File: config.mk
export PLATFORM = sky130hd
export DESIGN_NAME = pipe_skid_reg_flat
export DESIGN_NICKNAME = d
export VERILOG_FILES = /design/src/rtl/pipe_skid_reg_if.sv /design/src/rtl/pipe_skid_reg.sv /design/src/flat_wrapper.sv
export SDC_FILE = /design/constraint.sdc
export NUM_CORES = 1
export LEC_CHECK = 0
export ABC_AREA = 1
export BUFFER_PORTS_ARGS = -buffer_cell sky130_fd_sc_hd__buf_2
export CAP_MARGIN = 25
export CORE_ASPECT_RATIO = 1.75
export CORE_MARGIN = 3
export CORE_UTILIZATION = 32
export CTS_BUF_LIST = sky130_fd_sc_hd__clkbuf_8
export DETAILED_ROUTE_END_ITERATION = 12
export PLACE_DENSITY = 0.51
export REMOVE_ABC_BUFFERS = 1
export SLEW_MARGIN = 20
export SYNTH_ARGS = -nofsm -noshare
export SYNTH_HDL_FRONTEND = slang
export SYNTH_SLANG_ARGS = --single-unit
export TNS_END_PERCENT = 50
File: constraint.sdc
create_clock -name clk -period 3.5 [get_ports clk]
set_clock_uncertainty 0.05 [all_clocks]
set_input_delay 0.35 -clock clk [delete_from_list [all_inputs] [get_ports clk]]
set_output_delay 0.35 -clock clk [all_outputs]
set_load 0.01 [all_outputs]
File: src/rtl/pipe_skid_reg_if.sv
// Handshake bundle for pipe_skid_reg: upstream beat, downstream beat, flush and fill level.
// The block uses the slave view; the producer/consumer side uses the master view.
interface pipe_skid_reg_if #(
    parameter int WIDTH = 64
);
    logic             flush;
    logic             in_valid;
    logic             in_ready;
    logic [WIDTH-1:0] in_data;
    logic             out_valid;
    logic             out_ready;
    logic [WIDTH-1:0] out_data;
    logic [1:0]       occupancy;

    modport master (
        output flush, in_valid, in_data, out_ready,
        input  in_ready, out_valid, out_data, occupancy
    );

    modport slave (
        input  flush, in_valid, in_data, out_ready,
        output in_ready, out_valid, out_data, occupancy
    );
endinterface

File: src/rtl/pipe_skid_reg.sv
// Elastic pipeline register with a 2-entry skid buffer; every output is decoded from
// registers only, so out_ready never reaches in_ready combinationally.
module pipe_skid_reg #(
    parameter int WIDTH    = 64,
    parameter bit CLR_ZERO = 1'b1
) (
    input  logic           clk,
    input  logic           rst,
    pipe_skid_reg_if.slave bus
);
    // State encoding equals the number of held beats.
    typedef enum logic [1:0] {
        ST_EMPTY = 2'd0,
        ST_ONE   = 2'd1,
        ST_TWO   = 2'd2
    } state_t;

    state_t           state_r;
    state_t           state_s;
    logic [WIDTH-1:0] main_d_r;
    logic [WIDTH-1:0] main_d_s;
    logic [WIDTH-1:0] skid_d_r;
    logic [WIDTH-1:0] skid_d_s;
    logic             in_fire_s;
    logic             out_fire_s;

    assign bus.in_ready  = (state_r != ST_TWO);
    assign bus.out_valid = (state_r != ST_EMPTY);
    assign bus.out_data  = main_d_r;
    assign bus.occupancy = state_r;

    assign in_fire_s  = bus.in_valid & (state_r != ST_TWO);
    assign out_fire_s = (state_r != ST_EMPTY) & bus.out_ready;

    // Next-state and next-data decode, with flush overriding normal operation.
    always_comb begin
        state_s  = state_r;
        main_d_s = main_d_r;
        skid_d_s = skid_d_r;
        case (state_r)
            ST_EMPTY: begin
                if (in_fire_s) begin
                    state_s  = ST_ONE;
                    main_d_s = bus.in_data;
                end else begin
                    state_s = ST_EMPTY;
                end
            end
            ST_ONE: begin
                if (in_fire_s && out_fire_s) begin
                    main_d_s = bus.in_data;
                end else if (in_fire_s) begin
                    state_s  = ST_TWO;
                    skid_d_s = bus.in_data;
                end else if (out_fire_s) begin
                    state_s = ST_EMPTY;
                    if (CLR_ZERO) begin
                        main_d_s = {WIDTH{1'b0}};
                    end else begin
                        main_d_s = main_d_r;
                    end
                end else begin
                    state_s = ST_ONE;
                end
            end
            ST_TWO: begin
                if (out_fire_s) begin
                    state_s  = ST_ONE;
                    main_d_s = skid_d_r;
                    if (CLR_ZERO) begin
                        skid_d_s = {WIDTH{1'b0}};
                    end else begin
                        skid_d_s = skid_d_r;
                    end
                end else begin
                    state_s = ST_TWO;
                end
            end
            default: begin
                state_s  = ST_EMPTY;
                main_d_s = {WIDTH{1'b0}};
                skid_d_s = {WIDTH{1'b0}};
            end
        endcase

        // A beat delivered in the flush cycle has already left; the incoming one is dropped.
        if (bus.flush) begin
            state_s = ST_EMPTY;
            if (CLR_ZERO) begin
                main_d_s = {WIDTH{1'b0}};
                skid_d_s = {WIDTH{1'b0}};
            end else begin
                main_d_s = main_d_r;
                skid_d_s = skid_d_r;
            end
        end else begin
            state_s = state_s;
        end
    end

    // State and payload registers; reset always clears the data.
    always_ff @(posedge clk) begin
        if (rst) begin
            state_r  <= ST_EMPTY;
            main_d_r <= {WIDTH{1'b0}};
            skid_d_r <= {WIDTH{1'b0}};
        end else begin
            state_r  <= state_s;
            main_d_r <= main_d_s;
            skid_d_r <= skid_d_s;
        end
    end
endmodule
File: src/flat_wrapper.sv
// flat-port wrapper written by rule: the top's interface ports become plain ports
module pipe_skid_reg_flat 
#(
    parameter int WIDTH    = 64,
    parameter bit CLR_ZERO = 1'b1
)
  (clk, rst, bus_flush, bus_in_valid, bus_in_data, bus_out_ready, bus_in_ready, bus_out_valid, bus_out_data, bus_occupancy);
  pipe_skid_reg_if #(.WIDTH(WIDTH)) bus_i ();
  input  logic clk;
  input  logic rst;
  input wire logic [$bits(bus_i.flush)-1:0] bus_flush;
  input wire logic [$bits(bus_i.in_valid)-1:0] bus_in_valid;
  input wire logic [$bits(bus_i.in_data)-1:0] bus_in_data;
  input wire logic [$bits(bus_i.out_ready)-1:0] bus_out_ready;
  output wire logic [$bits(bus_i.in_ready)-1:0] bus_in_ready;
  output wire logic [$bits(bus_i.out_valid)-1:0] bus_out_valid;
  output wire logic [$bits(bus_i.out_data)-1:0] bus_out_data;
  output wire logic [$bits(bus_i.occupancy)-1:0] bus_occupancy;
  assign bus_i.flush = bus_flush;
  assign bus_i.in_valid = bus_in_valid;
  assign bus_i.in_data = bus_in_data;
  assign bus_i.out_ready = bus_out_ready;
  assign bus_in_ready = bus_i.in_ready;
  assign bus_out_valid = bus_i.out_valid;
  assign bus_out_data = bus_i.out_data;
  assign bus_occupancy = bus_i.occupancy;
  pipe_skid_reg #(.WIDTH(WIDTH), .CLR_ZERO(CLR_ZERO)) u_core (.clk(clk), .rst(rst), .bus(bus_i));
endmodule
==> reports/results.txt <==
Status = finished clean
Clock-pin transition on the worst setup and hold timing paths = 0.08 ns
HP Start = bus_flush
Max IR drop VDD = 0.225 mV
I/O Buffers = 136
Share of cells above drive strength 1 = 14.0%
RSZ-0062 raised after global routing = false
Core area = 22100 um2
Worst path max stage delay = 0.58 ns
Max Root-Sink Buffers = 2
RR Startpoint = u_core.bus.occupancy[1]$_SDFFE_PP0P_
Syn Area/Cell = 5.70 um2
Critical path arrival = 2.03 ns
PD cells = 443 nW/um2
Initial Util = 32.6%
Async set-reset flop share out of synthesis = 0%
Initial antenna violation count = 2
Hold Path Class = primary input to flop
Cell area after layout = 8570 um2
CP cell instances = inv_2 > buf_4 > nand2_1 > buf_2
Largest net degree at the start of global routing = 72
GP Congestion = 0.754
Die area = 24400 um2
Cells after synthesis = 1261
DR iter-0 viols = 362
Kind of critical path = flop to output port
Vias per cell = 4.46
Slew HR = 43.2%
Synth cell types = 14
Fin. Hold Viols = 0
Critical path's slowest cell = buf_4
Sequential share of the synthesized area = 36.2%
Fmax = 412 MHz
GRT Total Usage = 18.1%
WL/cell = 13.4 um
Post-CTS sizing = 0
H-tree levels = 4
Top delay family on crit path = buffers and inverters
Clk_lat worst skew = 0.46 ns
Final Cycle Share = 69.4%
# IOs = 137
Worst-Margin Slew = 0.852 ns
Final Critical Period = 2.43 ns
DRT Pass-1 Iters = 4
Die height = 204 um
Syn Std Cell Area = 7190 um2
Hold_buf cts = 0
Max FO, Critical Path = 47
Hold_ws = 0.136 ns
Worst Setup Start Kind = flop
Synth Flop Type = dfxtp_1
Final WL = 22.2 mm
Vias in the first global route = 6892
Cell taking the most area after synthesis = dfxtp_1
Die X = 119 um
Vias = 7385
Commonest cells post-synth = nand2_1, inv_1, nor2_1
Crit end category = output port
Final #Nets = 1416
Grt total ovfl = 0
Leak = 4.41 nW
Worst setup path startpoint = u_core.bus.occupancy[0]$_SDFFE_PP0P_
Post-CTS Setup Bufs = 0
CP bufs+invs = 3
Total power = 3.79 mW
Number of synthesized flops with an enable pin = 0
First-pass GRT wire length = 35.1 mm
Yosys top cell area share = 36.2%
MaxCap Viol Count = 0
CTS Root Cell = clkbuf_8
Clk sink count = 130
DRT antenna net count = 0
YS warnings = 0
Row count = 72
Layout Area Growth over Synthesis = 19.1%
Synth top area cells = dfxtp_1, nand2_1, inv_1, nor2_1, nand3_1
Setup violators final = 0
CTS tree = done
CTS buffer count = 17
Most frequent cell after synthesis = nand2_1
Max-slew violations = 0
#FFs+latches synth = 130
CP required = 3.10 ns
Dpl hpwl = 13.2 mm
DRC viols = 0
DP Area = 8030 um2
-- worst min-delay path: stages --
cell,delay [ns]
buf_2,0.08
nor2_1,0.07
nand2_1,0.08
a21oi_1,0.04
-- layout make-up --
type | count | area [um2]
clock inverter | 14 | 283
tap | 296 | 370
fill | 2464 | 13500
timing repair buffer | 147 | 826
sequential | 130 | 2600
inverter | 200 | 751
multi-input combinational | 851 | 3480
clock buffer | 18 | 248
antenna | 1 | 2.50
-- cells in the final DEF (no fill, tap or decap), drive strengths merged --
| cell | instances |
|---|---|
| a21oi | 66 |
| buf | 147 |
| bufinv | 8 |
| clkbuf | 18 |
| clkinv | 4 |
| clkinvlp | 2 |
| dfxtp | 130 |
| diode | 1 |
| inv | 200 |
| nand2 | 457 |
| nand3 | 128 |
| nor2 | 197 |
| o21ai | 3 |
-- kinds of logic (layout without fill, tap and decap cells) --
family	count (synthesis)	after routing	share of synthesized area, %
AO/OA/AOI/OAI	69	69	4.80
other	0	1	0
buffers and inverters	280	379	15.9
AND/OR/NAND/NOR	782	782	43.1
flip-flops	130	130	36.2
-- path summary, 6_finish.rpt --
| path | endpoint | slack (ns) | depth (start not counted) |
|---|---|---|---|
| max | bus_in_ready | 1.07 | 4 |
| max reg2reg | u_core.bus.out_data[7]$_SDFFE_PP0P_ | 1.25 | 8 |
| min reg2reg | u_core.skid_d_r[41]$_SDFFE_PP0P_ | 0.41 | 2 |
| min | u_core.bus.occupancy[0]$_SDFFE_PP0P_ | 0.14 | 4 |
-- report_power, final --
part           total [mW]  switching [mW]  internal [mW]
Combinational       0.524           0.352          0.172
Clock                1.73           0.646           1.08
Sequential           1.54          0.0227           1.52
Total                3.79            1.02           2.77
-- state kept, by name, indices dropped and copies added (netlist names) --
name                  count
u_core.skid_d_r          64
u_core.bus.occupancy      2
u_core.bus.out_data      64
-- through the flow --
| step | worst slack [ns] | cells | setup TNS [ns] | utilization, % |
|---|---|---|---|---|
| after detailed placement | 1.24 | 1624 | 0 | 36.4 |
| final | 1.07 | 1657 | 0 | 38.8 |
| after global routing | 0.919 | 1657 | 0 | 38.8 |
| after floorplan | -2.85 | 1181 | -226.93 | - |
| after global placement | 1.29 | 1624 | 0 | 36.4 |
| after CTS | 1.01 | 1656 | 0 | 38.8 |
-- routing by layer --
layer	up-vias	global-route usage, %	part of all wire [%]
met5	-	0	0.059
met4	2	7.13	2.6
met3	30	3.18	3.3
met2	129	34.8	53
met1	3310	19.2	41
li1	3914	-	-
Power figures use the tool's default switching activity.
